[config.mk]
export PLATFORM = sky130hd
export DESIGN_NAME = uart_pixel_feeder
export DESIGN_NICKNAME = d
export VERILOG_FILES = /design/src/rtl/uart_pixel_feeder_pkg.sv /design/src/rtl/uart_pixel_feeder_byte_fifo.sv /design/src/rtl/uart_pixel_feeder.sv
export SDC_FILE = /design/constraint.sdc
export NUM_CORES = 1
export LEC_CHECK = 0
export ABC_CLOCK_PERIOD_IN_PS = 7000
export CORE_MARGIN = 2
export CORE_UTILIZATION = 50
export CTS_CLUSTER_DIAMETER = 120
export CTS_CLUSTER_SIZE = 12
export DETAILED_ROUTE_END_ITERATION = 6
export HOLD_SLACK_MARGIN = 0.08
export PLACE_DENSITY = 0.79
export SLEW_MARGIN = 20
export SYNTH_ARGS = -nofsm -noshare
export SYNTH_HDL_FRONTEND = slang
export SYNTH_SLANG_ARGS = --single-unit
export TNS_END_PERCENT = 20
[constraint.sdc]
create_clock -name CLK -period 7 [get_ports CLK]
set_input_delay 0.7 -clock CLK [delete_from_list [all_inputs] [get_ports CLK]]
set_output_delay 0.7 -clock CLK [all_outputs]
set_load 0.02 [all_outputs]
[src/rtl/uart_pixel_feeder_pkg.sv]
// Shared state encodings for the pixel feeder's ingress (header insertion) and egress (UART handshake) FSMs.
package uart_pixel_feeder_pkg;

    typedef enum logic [1:0] {
        ING_IDLE = 2'd0,
        HDR0     = 2'd1,
        HDR1     = 2'd2
    } ing_state_t;

    typedef enum logic [1:0] {
        EG_IDLE = 2'd0,
        SEND    = 2'd1,
        GAP     = 2'd2
    } eg_state_t;

endpackage

[src/rtl/uart_pixel_feeder_byte_fifo.sv]
// Byte FIFO with wrapping pointers and a separately tracked occupancy count.
module byte_fifo #(
    parameter int DEPTH_LOG2 = 4
) (
    input  logic                  CLK,
    input  logic                  RST_N,
    input  logic                  wr_en,
    input  logic [7:0]            wr_data,
    input  logic                  rd_en,
    output logic [7:0]            rd_data,
    output logic [DEPTH_LOG2:0]   level,
    output logic                  full,
    output logic                  empty
);

    localparam logic [DEPTH_LOG2:0] FULL_LVL = {1'b1, {DEPTH_LOG2{1'b0}}};

    logic [7:0]            r_mem [2**DEPTH_LOG2];
    logic [DEPTH_LOG2-1:0] r_wr_ptr;
    logic [DEPTH_LOG2-1:0] r_rd_ptr;
    logic [DEPTH_LOG2:0]   r_level;
    logic                  w_do_wr;
    logic                  w_do_rd;

    // full/empty are judged before this cycle's pop, so a write into a full FIFO is lost
    assign full    = (r_level == FULL_LVL);
    assign empty   = (r_level == '0);
    assign w_do_wr = wr_en & ~full;
    assign w_do_rd = rd_en & ~empty;
    assign rd_data = r_mem[r_rd_ptr];
    assign level   = r_level;

    always_ff @(posedge CLK) begin
        if (w_do_wr) r_mem[r_wr_ptr] <= wr_data;
    end

    always_ff @(posedge CLK or negedge RST_N) begin
        if (!RST_N) begin
            r_wr_ptr <= '0;
            r_rd_ptr <= '0;
            r_level  <= '0;
        end else begin
            if (w_do_wr) r_wr_ptr <= r_wr_ptr + DEPTH_LOG2'(1);
            if (w_do_rd) r_rd_ptr <= r_rd_ptr + DEPTH_LOG2'(1);
            case ({w_do_wr, w_do_rd})
                2'b10:   r_level <= r_level + (DEPTH_LOG2+1)'(1);
                2'b01:   r_level <= r_level - (DEPTH_LOG2+1)'(1);
                default: r_level <= r_level;
            endcase
        end
    end

endmodule

[src/rtl/uart_pixel_feeder.sv]
// Buffers camera pixels, prefixes each frame with a 2-byte sync header, and drains
// bytes one at a time into uart_send over its DATA / DATA_READY / IDLE handshake.
module uart_pixel_feeder
    import uart_pixel_feeder_pkg::*;
#(
    parameter int         DEPTH_LOG2 = 4,
    parameter logic [7:0] SYNC0      = 8'hA5,
    parameter logic [7:0] SYNC1      = 8'h5A
) (
    input  logic                  CLK,
    input  logic                  RST_N,
    input  logic                  FRAME_START,
    input  logic                  PIX_VALID,
    input  logic [7:0]            PIX_DATA,
    input  logic                  OVF_CLR,
    input  logic                  TX_IDLE,
    output logic [7:0]            TX_DATA,
    output logic                  TX_READY,
    output logic [DEPTH_LOG2:0]   LEVEL,
    output logic                  OVERFLOW
);

    localparam int                LVL_W    = DEPTH_LOG2 + 1;
    localparam logic [LVL_W-1:0]  FULL_LVL = {1'b1, {DEPTH_LOG2{1'b0}}};

    ing_state_t         r_ing, w_ing_nxt;
    eg_state_t          r_eg, w_eg_nxt;
    logic [7:0]         r_tx_data;
    logic               r_ovf;
    logic               w_wr_en, w_rd_en, w_set_ovf, w_full, w_empty, w_room;
    logic [7:0]         w_wr_data, w_rd_data;
    logic [LVL_W-1:0]   w_level;

    byte_fifo #(.DEPTH_LOG2(DEPTH_LOG2)) u_fifo (
        .CLK     (CLK),
        .RST_N   (RST_N),
        .wr_en   (w_wr_en),
        .wr_data (w_wr_data),
        .rd_en   (w_rd_en),
        .rd_data (w_rd_data),
        .level   (w_level),
        .full    (w_full),
        .empty   (w_empty)
    );

    // A header is only started when both sync bytes are guaranteed to fit
    assign w_room = (w_level <= FULL_LVL - LVL_W'(2));

    always_comb begin
        w_ing_nxt = r_ing;
        w_wr_en   = 1'b0;
        w_wr_data = PIX_DATA;
        w_set_ovf = 1'b0;
        if (FRAME_START) begin
            w_set_ovf = PIX_VALID;
            if (w_room) begin
                w_ing_nxt = HDR0;
            end else begin
                w_ing_nxt = ING_IDLE;
                w_set_ovf = 1'b1;
            end
        end else begin
            case (r_ing)
                ING_IDLE: begin
                    if (PIX_VALID) begin
                        w_wr_en   = ~w_full;
                        w_set_ovf = w_full;
                    end
                end
                HDR0: begin
                    w_wr_en   = 1'b1;
                    w_wr_data = SYNC0;
                    w_set_ovf = PIX_VALID;
                    w_ing_nxt = HDR1;
                end
                HDR1: begin
                    w_wr_en   = 1'b1;
                    w_wr_data = SYNC1;
                    w_set_ovf = PIX_VALID;
                    w_ing_nxt = ING_IDLE;
                end
                default: w_ing_nxt = ING_IDLE;
            endcase
        end
    end

    // GAP covers the cycle uart_send still shows IDLE after sampling a byte
    always_comb begin
        w_eg_nxt = r_eg;
        w_rd_en  = 1'b0;
        case (r_eg)
            EG_IDLE: begin
                if (TX_IDLE && !w_empty) begin
                    w_rd_en  = 1'b1;
                    w_eg_nxt = SEND;
                end
            end
            SEND:    w_eg_nxt = GAP;
            GAP:     w_eg_nxt = EG_IDLE;
            default: w_eg_nxt = EG_IDLE;
        endcase
    end

    always_ff @(posedge CLK or negedge RST_N) begin
        if (!RST_N) begin
            r_ing     <= ING_IDLE;
            r_eg      <= EG_IDLE;
            r_tx_data <= 8'h00;
            r_ovf     <= 1'b0;
        end else begin
            r_ing <= w_ing_nxt;
            r_eg  <= w_eg_nxt;
            if (w_rd_en) r_tx_data <= w_rd_data;
            if (w_set_ovf)    r_ovf <= 1'b1;
            else if (OVF_CLR) r_ovf <= 1'b0;
        end
    end

    assign TX_DATA  = r_tx_data;
    assign TX_READY = (r_eg == SEND);
    assign LEVEL    = w_level;
    assign OVERFLOW = r_ovf;

endmodule

==> results.json <==
{
  "reg2reg_from": "u_fifo.level[0]",
  "cts_inserted_buffers": 17,
  "cts_resized": 0,
  "power.leakage_nw": 2.63,
  "start_util_pct": 51.1,
  "worst_setup_path_end_kind": "register",
  "hold_viol": 0,
  "fmax_mhz": 274,
  "rr_worst_depth": 9,
  "drv_slew": 0,
  "multi_input_area_sq_mm": 0.00179,
  "fp.dieH_um": 118,
  "final_nets": 420,
  "grt_overflow_total": 0,
  "crit_path_end": "u_fifo.level[4]",
  "power_density_mw_per_mm2": 440,
  "area_growth_pct": 15.2,
  "io_pins": 29,
  "timing_worst_setup_path_type": "reg -> reg",
  "seqCellArea_sq_mm": 0.00450,
  "postSynthCellCount": 356,
  "place.gp.congestion": 0.740,
  "rsz0062_at_grt": "false",
  "yosysWarnings": 0,
  "drt-initial-drc-count": 341,
  "setup_viol": 0,
  "total_power_mw": 3.27,
  "cts_buffer_depth": 2,
  "tightest_slew_ns": 0.949,
  "htree_num_levels": 4,
  "min_path_type": "reg -> reg",
  "synth_edf_count": 128,
  "worst-path-max-fanout": 20,
  "grt_use_total_pct": 18.2,
  "skew_ns": 0.00827,
  "synth_cell_types": 35,
  "status": "finished clean",
  "vias": 3113,
  "dpl.hpwl_um": 7690,
  "required_ns": 7.34,
  "numPortBuffers": 28,
  "synth_top_area_share_pct": 59.6,
  "synth_nets": 384,
  "r2r-end": "u_fifo.level[4]",
  "hp-start": "r_eg[1]",
  "wirelength_um": 11900,
  "avgSynthCellArea_sq_um": 18.1,
  "drtAntennaViolNets": 0,
  "post-synth-top-area-cell": "edfxtp_1",
  "first_global_vias": 3174,
  "grt_max_degree": 36,
  "relSlewSlack_pct": 36.5,
  "tns_ns": 0,
  "coreArea_sq_mm": 0.0126,
  "cts_tree": "yes",
  "fin_area_sq_mm": 0.00743,
  "reg2reg_slack_ns": 3.36,
  "clkSinkCount": 154,
  "dieArea_sq_mm": 0.0138,
  "drcViolationCount": 0,
  "synthTopCellsByArea": "edfxtp_1 60%, mux4_2 11%, dfrtp_1 10%",
  "ys_seq_elements": 154,
  "vias_per_cell": 5.40,
  "grt_first_pass_wirelength_um": 18200,
  "n_antenna_cell": 0,
  "clk_latency_ns": 0.42,
  "fin_crit_sh_pct": 52.1,
  "synthesis.area_sq_mm": 0.00645,
  "period_minus_slack_ns": 3.64,
  "yosysSeqAreaShare_pct": 69.7,
  "post_cts_buffers": 0,
  "root_buffer": "clkbuf_16",
  "start_kind": "register",
  "die_w_um": 118,
  "dr.pass1.iters": 4,
  "synth-main-ff-cell": "edfxtp_1",
  "dpl_cell_area_sq_mm": 0.00686,
  "fillers": 931,
  "wl_per_cell_um": 20.7,
  "fin_util_pct": 58.9,
  "vdd_drop_max_uv": 224,
  "clkTransAtPathRegs_ns": 0.06,
  "cap_violations": 0,
  "antenna_found_initial": 0,
  "placementRows": 41,
  "ys_async_sr_fraction_pct": 16.9,
  "startpoint": "u_fifo.level[0]",
  "cts_hold_buf": 0,
  "cp.arrival_ns": 3.98,
  "drive_above_1_share_pct": 20.7
}
## cell type report
class                      count  area share (%)
timing repair buffer          32            4.18
clock inverter                12            1.72
tap                          172            2.90
multi-input combinational    175            24.1
clock buffer                  20            6.01
sequential                   154            60.5
inverter                      12           0.606
## cells by family after synthesis
kind of cell | after synthesis | share of synthesized area, %
xor gates and xnor gates | 10 | 1.36
adders and majority gates | 14 | 2.83
and+or+nand+nor | 70 | 5.45
muxes | 59 | 15.5
AOI/OAI and AO/OA | 22 | 2.56
DFF | 154 | 69.7
buffers and inverters | 27 | 2.60
## report_power, final
part	switching, mW	internal, mW	leakage, nW
clock	0.349	0.532	0.272
combinational	0.604	0.495	0.887
sequential	0.0927	1.20	1.48
total	1.05	2.23	2.63
## synthesized netlist by cell type (2+ instances only)
master and n:
edfxtp_1 128, nand3b_1 2, mux2_2 9, ha_1 13, mux4_2 32, nand2b_1 2
a21o_1 2, and2_1 12, nand4_1 3, nand2_1 35, buf_6 5, buf_2 2
a21oi_1 3, inv_1 12, buf_4 4, o21ai_2 4, xnor2_1 9, dfrtp_1 26
nor2b_1 4, mux2i_1 18, clkbuf_1 3, o21ai_0 9, nor2_1 7
## placed cells by master, fill, tap and decap left out, drive strengths merged, types with 2 or more instances in the layout
| master | instances |
|---|---|
| clkinvlp | 4 |
| a21oi | 3 |
| nand3b | 2 |
| mux2 | 9 |
| bufinv | 2 |
| clkbuf | 20 |
| clkinv | 6 |
| mux2i | 18 |
| o21ai | 13 |
| nor2 | 7 |
| xnor2 | 9 |
| edfxtp | 128 |
| buf | 4 |
| clkdlybuf4s50 | 28 |
| mux4 | 32 |
| a21o | 2 |
| and2 | 12 |
| nand2 | 35 |
| ha | 13 |
| dfrtp | 26 |
| nand2b | 2 |
| inv | 12 |
| nor2b | 4 |
| nand4 | 3 |
## routing by layer
layer | GRT usage, % | wire [um] | vias up
li1 | - | - | 1440
met2 | 29.3 | 6020 | 69
met3 | 3.63 | 496 | 17
met4 | 7.30 | 204 | 0
met1 | 24.5 | 5200 | 1587
met5 | 0 | 0 | -
## registers in the layout (all words and copies together) (netlist names)
signal	count
OVERFLOW	1
TX_DATA	8
r_eg	2
r_ing	2
u_fifo.level	5
u_fifo.r_mem	128
u_fifo.r_rd_ptr	4
u_fifo.r_wr_ptr	4
## stage by stage
stage	worst slack, ns	cells	hold WS, ns
finish	3.36	577	0.459
global route	3.17	577	0.493
CTS	3.36	577	0.460
detailed placement	3.39	545	0.447
global placement	3.51	545	0.442
floorplan	4.20	356	0.404
## worst min-delay path by stage
stage,slack [ns],cells after the start,to
2_1_floorplan,0.40,0,OVERFLOW
3_3_place_gp,0.44,1,r_eg[1]
3_5_place_dp,0.45,1,r_eg[1]
4_1_cts,0.46,1,r_eg[1]
5_1_grt,0.49,1,r_eg[1]
6_report,0.46,1,r_eg[1]
## critical path, stage by stage (launching register included)
cell	delay, ns
dfrtp_1	0.48
or4_1	0.58
o211ai_2	0.76
inv_1	0.25
ha_1	0.36
fa_1	0.42
a21o_1	0.17
a21oi_1	0.17
mux2i_1	0.24
xnor2_1	0.13
No activity file was read; power rests on OpenSTA's default activity.
